<file path="config.mk">
export PLATFORM = sky130hd
export DESIGN_NAME = add_result_accumulator
export DESIGN_NICKNAME = d
export VERILOG_FILES = /design/src/rtl/add_result_accumulator.sv
export SDC_FILE = /design/constraint.sdc
export NUM_CORES = 1
export LEC_CHECK = 0
export ABC_AREA = 1
export CORE_MARGIN = 5
export CORE_UTILIZATION = 53
export CTS_BUF_LIST = sky130_fd_sc_hd__clkbuf_4
export DETAILED_ROUTE_END_ITERATION = 7
export GPL_TIMING_DRIVEN = 0
export PLACE_DENSITY = 0.81
export SLEW_MARGIN = 20
export SYNTH_ARGS = -nofsm -noshare
export SYNTH_HDL_FRONTEND = slang
export SYNTH_SLANG_ARGS = --single-unit
export TNS_END_PERCENT = 10
</file>
<file path="constraint.sdc">
create_clock -name clk -period 1.8 [get_ports clk]
set_clock_uncertainty 0.05 [all_clocks]
set_input_delay 0.27 -clock clk [delete_from_list [all_inputs] [get_ports clk]]
set_output_delay 0.27 -clock clk [all_outputs]
set_load 0.01 [all_outputs]
</file>
<file path="src/rtl/add_result_accumulator.sv">
`default_nettype none
// ============================================================================
// Module      : add_result_accumulator
// Description : Sums BATCH_N consecutive 4-bit adder results into an ACC_W-bit
//               total with a sticky wrap flag, then holds the total on a
//               valid/ready output until the consumer takes it.
// Revision    : 1.0 - initial release
// ============================================================================
module add_result_accumulator #(
    parameter int ACC_W   = 8,
    parameter int BATCH_N = 4
) (
    input  logic             clk,
    input  logic             rst_n,
    input  logic             in_valid,
    output logic             in_ready,
    input  logic             sum0,
    input  logic             sum1,
    input  logic             sum2,
    input  logic             cout,
    input  logic             clear,
    output logic             out_valid,
    input  logic             out_ready,
    output logic [ACC_W-1:0] out_acc,
    output logic             out_ovf
);

    typedef enum logic [0:0] {
        S_COLLECT = 1'b0,
        S_HOLD    = 1'b1
    } state_t;

    // Count value at which the next accept completes the batch.
    localparam logic [7:0] c_last_cnt = 8'(BATCH_N - 1);

    state_t           r_state;
    state_t           w_state_nxt;
    logic             r_run;      // low for the reset cycle, keeps in_ready low until rst_n is seen high
    logic [ACC_W-1:0] r_acc;
    logic [7:0]       r_cnt;
    logic             r_ovf;

    logic [3:0]       w_operand;
    logic [ACC_W:0]   w_sum;
    logic             w_accept;
    logic             w_out_hs;
    logic             w_last;

    assign w_operand = {cout, sum2, sum1, sum0};
    assign w_sum     = {1'b0, r_acc} + (ACC_W+1)'(w_operand);
    assign w_accept  = in_valid & in_ready;
    assign w_out_hs  = out_valid & out_ready;
    assign w_last    = (r_cnt == c_last_cnt);

    // Outputs depend only on registered state, never on the handshake inputs.
    assign in_ready  = (r_state == S_COLLECT) & r_run;
    assign out_valid = (r_state == S_HOLD);
    assign out_acc   = r_acc;
    assign out_ovf   = r_ovf;

    // State register; reset dominates everything.
    always_ff @(posedge clk) begin
        if (!rst_n) begin
            r_state <= S_COLLECT;
            r_run   <= 1'b0;
        end else begin
            r_state <= w_state_nxt;
            r_run   <= 1'b1;
        end
    end

    // Next-state decode; clear overrides both the final accept and the out handshake.
    always_comb begin
        w_state_nxt = r_state;
        if (clear) begin
            w_state_nxt = S_COLLECT;
        end else begin
            case (r_state)
                S_COLLECT: if (w_accept && w_last) w_state_nxt = S_HOLD;
                S_HOLD:    if (w_out_hs)           w_state_nxt = S_COLLECT;
                default:   w_state_nxt = S_COLLECT;
            endcase
        end
    end

    // Accumulator, count and sticky wrap flag; an operand seen with clear is dropped.
    always_ff @(posedge clk) begin
        if (!rst_n) begin
            r_acc <= '0;
            r_cnt <= '0;
            r_ovf <= 1'b0;
        end else if (clear || w_out_hs) begin
            r_acc <= '0;
            r_cnt <= '0;
            r_ovf <= 1'b0;
        end else if (w_accept) begin
            r_acc <= w_sum[ACC_W-1:0];
            r_cnt <= r_cnt + 8'd1;
            r_ovf <= r_ovf | w_sum[ACC_W];
        end
    end

endmodule
`default_nettype wire
</file>
== Word level (Yosys, flattened, before mapping) ==
Index checks and enable logic that the tools add are counted.

* Register bits after elaboration: 19
* Input bits: 9

* $add $sub $neg: 2
* Equality and inequality tests: 1
* Mux-type cells: 4
* Bitwise logic cells: 6
* Reduce and logical (&&, ||, !) cells: 4

{| class="wikitable"
|+ Operators by type and width
! cell !! count
|-
| 8-bit by 4-bit adder with 9-bit output || 1
|-
| 8-bit by 1-bit adder with 8-bit output (second input constant) || 1
|-
| 8-bit by 2-bit == test with 1-bit output (second input constant) || 1
|-
| 2-bit OR reduction || 2
|-
| 1-bit bitwise AND || 3
|-
| 1-bit two-way mux || 3
|-
| 1-bit NOT || 2
|-
| 1-bit case mux with 2 select lines || 1
|-
| 1-bit logical AND || 1
|-
| 1-bit logical OR || 1
|-
| 1-bit OR || 1
|}

== Longest topological paths before layout ==
* Depth after elaboration: 6
* Mapped depth: 9

== Worst setup path after synthesis ==
Ideal clock, no wire load.

* Path type: register to register
* Start point: register r_acc[0], in the netlist out_acc[0]
* End point: register r_acc[4], in the netlist out_acc[4]
* Setup time: 0.116 ns
* Arrival time: 1.525 ns
* Data required time: 1.634 ns
* Path slack: 0.110 ns
* Cell stages (with the launch flop): 9
* Path buffers: 0
* Cell sequence: dfxtp_1 > ha_1 > inv_1 > fa_1 > nand3b_1 > nand2_1 > nand2_1 > o21ai_0 > nor2_1

* Cells in the longest elaborated chain, start to end: 1

{| class="wikitable"
|+ Ends and longest elaborated chain
! element !! RTL line !! text
|-
| from (decl) || 39 || <nowiki>logic [ACC_W-1:0] r_acc;</nowiki>
|-
| from (signal assigned) || 97 || <nowiki>r_acc <= w_sum[ACC_W-1:0];</nowiki>
|-
| 8-bit by 4-bit adder with 9-bit output || 50 || <nowiki>assign w_sum = {1'b0, r_acc} + (ACC_W+1)'(w_operand);</nowiki>
|}

No other way between the ends.
A chain may end at the register's enable or synchronous reset.

== Worst setup path after layout ==
* Start point: input port sum0
* End point: register r_acc[6], in the netlist out_acc[6]

* Cells in the longest elaborated chain, start to end: 1

{| class="wikitable"
|+ Ends and longest elaborated chain
! element !! RTL line !! text
|-
| from (decl) || 17 || <nowiki>input logic sum0,</nowiki>
|-
| 8-bit by 4-bit adder with 9-bit output || 50 ||
|}

No other way between the ends.

==> reports/qor.yml <==
min_period_over_period: 0.9806
synth_cells: 150
vdd_drop_max_uv: 540.5
power_leakage_nw: 0.5793
slew_headroom: 0.8084
p_int_uw: 577.7
path_cells: "clkdlybuf4s50_1 > ha_2 > inv_1 > fa_2 > nand3b_1 > nand2_2 > buf_4 > nand4_1 > nand2_1 > nor2_1"
fin_nets: 192
synth_top_flop_cell: "dfxtp_1"
wire_per_inst_um: 11.17
slew_violations: 0
ant_nets: 0
grt_pass1_vias: 952
grt_pass1_wl_um: 3884
yosysTopAreaCell: "dfxtp_1"
critPathTopFamily: "buffers and inverters"
clkSinkCount: 19
p_sw_frac: 0.2468
final_core_util: 0.7017
dpl_cell_area_um2: 1301
endpoint_kind: "flip-flop"
fillers: 174
cp_max_fo: 5
syn_to_final_growth_pct: 26.48
dp.cells: 196
diodes: 0
startpoint: "sum0"
critPathSlowestCell: "clkdlybuf4s50_1"
ios: 20
yosys_warnings: 0
synth_top_area_share: 0.3531
antenna_found_initial: 0
tightestPinTransition_ns: 0.2859
chipHeight_um: 55.09
power.share.sequential: 0.561
die_area_um2: 3034
p_comb_frac: 0.131
p_switching_uw: 189.3
power_frac_clock: 0.308
vias: 994
status: "complete, no violations"
worstSetupPathType: "in2reg"
stdcell_count: 203
initial_core_util: 0.5548
worst-path-buf-inv: 3
overflow: 0
cts_root_buffer: "clkbuf_4"
core_um2: 1942
place_congestion: 0.7595
hpwl_um: 1670
synth_edf_count: 0
worst_setup_path_start_kind: "input pin"
portBuffers: 19
final-hold-violation-count: 0
powerDensity_nw_per_um2: 562.9
synth_area_um2: 1077
cts_max_path_buffers: 2
fmax_mhz: 566.6
cap_viol_max_count: 0
fp.dieW_um: 55.09
h-tree-depth: 1
clk_pin_slew_ns: 0.11
rows: 16
timing.rr.start: "out_acc[0]"
seq_area_frac_synth: 0.3531
async_reset_ff_frac: 0
cts_tree: "done"
fin_crit_ns: 1.765
worstPathRequired_ns: 1.96
yosys_register_bits: 19
routed_wl_um: 2267
setup_viol: 0
clk_latency_ns: 0.30
numCtsBuffers: 3
cpPeakStageDelay_ns: 0.46
worstHoldStart: "out_ovf"
final_area_um2: 1363
firstDrtPassIters: 4
viasPerCell: 4.897
drt_iter0_markers: 12
synth_nets: 165
arrival_ns: 1.93
layout-drive-gt1-share: 0.1250
grt_use_total: 0.1754
syn_area_per_cell_um2: 7.182
ys_top_cells_by_area: "dfxtp_1 35%, nand2_1 14%, nor2_1 7.7%, inv_1 7.3%, a21oi_1 6.5%"
grt_max_degree: 11
drc: 0
ys_types: 25
min_path_type: "reg2reg"
-- worst register-to-register path, stage by stage (launching register included) --
cell and delay (ns):
dfxtp_1 0.37, ha_2 0.18, inv_1 0.05, fa_2 0.34, nand3b_1 0.18, nand2_2 0.13, buf_4 0.13, nand4_1 0.08
nand2_1 0.08, nor2_1 0.04
-- layer usage --
metal	GRT usage	wire length, um	vias up	part of all wire
li1	-	-	523	-
met1	0.2020	1031	448	0.45
met2	0.3287	1104	21	0.49
met3	0.03753	118	2	0.052
met4	0.03644	13	0	0.0057
met5	0	0	-	0
-- through the flow --
stage / TNS, ns / worst slack (ns) / total power [mW] / hold WS (ns)
after floorplan: 0 / 0.1096 / 0.4946 / 0.2477
after global placement: -0.8234 / -0.3131 / 0.5313 / 0.3977
after detailed placement: -0.8722 / -0.3359 / 0.5353 / 0.4049
after CTS: 0 / 0.02858 / 0.7624 / 0.4240
after global routing: -0.04314 / -0.02520 / 0.8035 / 0.4091
final: 0 / 0.03495 / 0.7670 / 0.4169
-- flip-flops by register name (all words and copies together), names as in the netlist --
name       flops
out_ovf        1
out_valid      1
r_cnt          8
out_acc        8
r_run          1
-- synthesized netlist by cell type (2+ instances only) --
master / n
a21oi_1: 14
dfxtp_1: 19
ha_1: 5
inv_1: 21
nand2_1: 40
nand3_1: 6
nand3b_1: 2
nor2_1: 22
o21ai_0: 5
-- repair_timing --
action                                  4_1_cts  5_1_grt
gates resized for setup                       1        4
hold buffers                                  0        0
pin swaps                                     0        1
setup buffers                                 0        3
endpoints found under the setup margin        1        3
-- power by group through the flow --
stage | clock network [mW] | logic, mW | registers [mW]
after floorplan | 0 | 0.0543 | 0.440
final | 0.236 | 0.100 | 0.430
after global placement | 0 | 0.0921 | 0.439
after global routing | 0.261 | 0.111 | 0.431
after CTS | 0.236 | 0.0963 | 0.430
after detailed placement | 0 | 0.0956 | 0.440
-- cell type report --
cell class | count | area [um2] | share of cell area
flip-flops and latches | 19 | 381.6 | 0.2801
inverters | 23 | 91.34 | 0.06703
repair buffers | 22 | 212.7 | 0.1561
plain buffers | 2 | 31.28 | 0.02296
well taps | 27 | 33.78 | 0.02479
multi-input cells | 106 | 581.8 | 0.4270
clock buffers | 4 | 30.03 | 0.02204
-- cells in the final DEF, fill, tap and decap left out, drive strengths merged --
| master | instances |
|---|---|
| nand2 | 40 |
| inv | 23 |
| nor2 | 22 |
| clkdlybuf4s50 | 19 |
| dfxtp | 19 |
| a21oi | 15 |
| nand3 | 8 |
| o21ai | 5 |
| ha | 5 |
| buf | 5 |
| clkbuf | 4 |
| nand3b | 2 |
| nand4 | 2 |
| or2 | 2 |
| nor3 | 2 |
| o21a | 1 |
| xor2 | 1 |
| fa | 1 |
-- cell families (layout without fill, tap and decap cells) --
family | Yosys count | after routing | share of synthesized area
adders and majority gates | 6 | 6 | 0.07666
and+or+nand+nor | 78 | 78 | 0.3450
xor gates and xnor gates | 1 | 1 | 0.008132
buffers and inverters | 25 | 51 | 0.1138
DFF | 19 | 19 | 0.3531
AOI/OAI and AO/OA | 21 | 21 | 0.1034
-- path summary, 6_finish.rpt --
check                     to  slack [ns]  depth (start not counted)
setup / recovery  out_acc[6]        0.03                         10
hold / removal       out_ovf        0.42                          2
setup reg to reg  out_acc[6]        0.10                          9
hold reg to reg      out_ovf        0.42                          2
(Power assumes the default switching activity.)
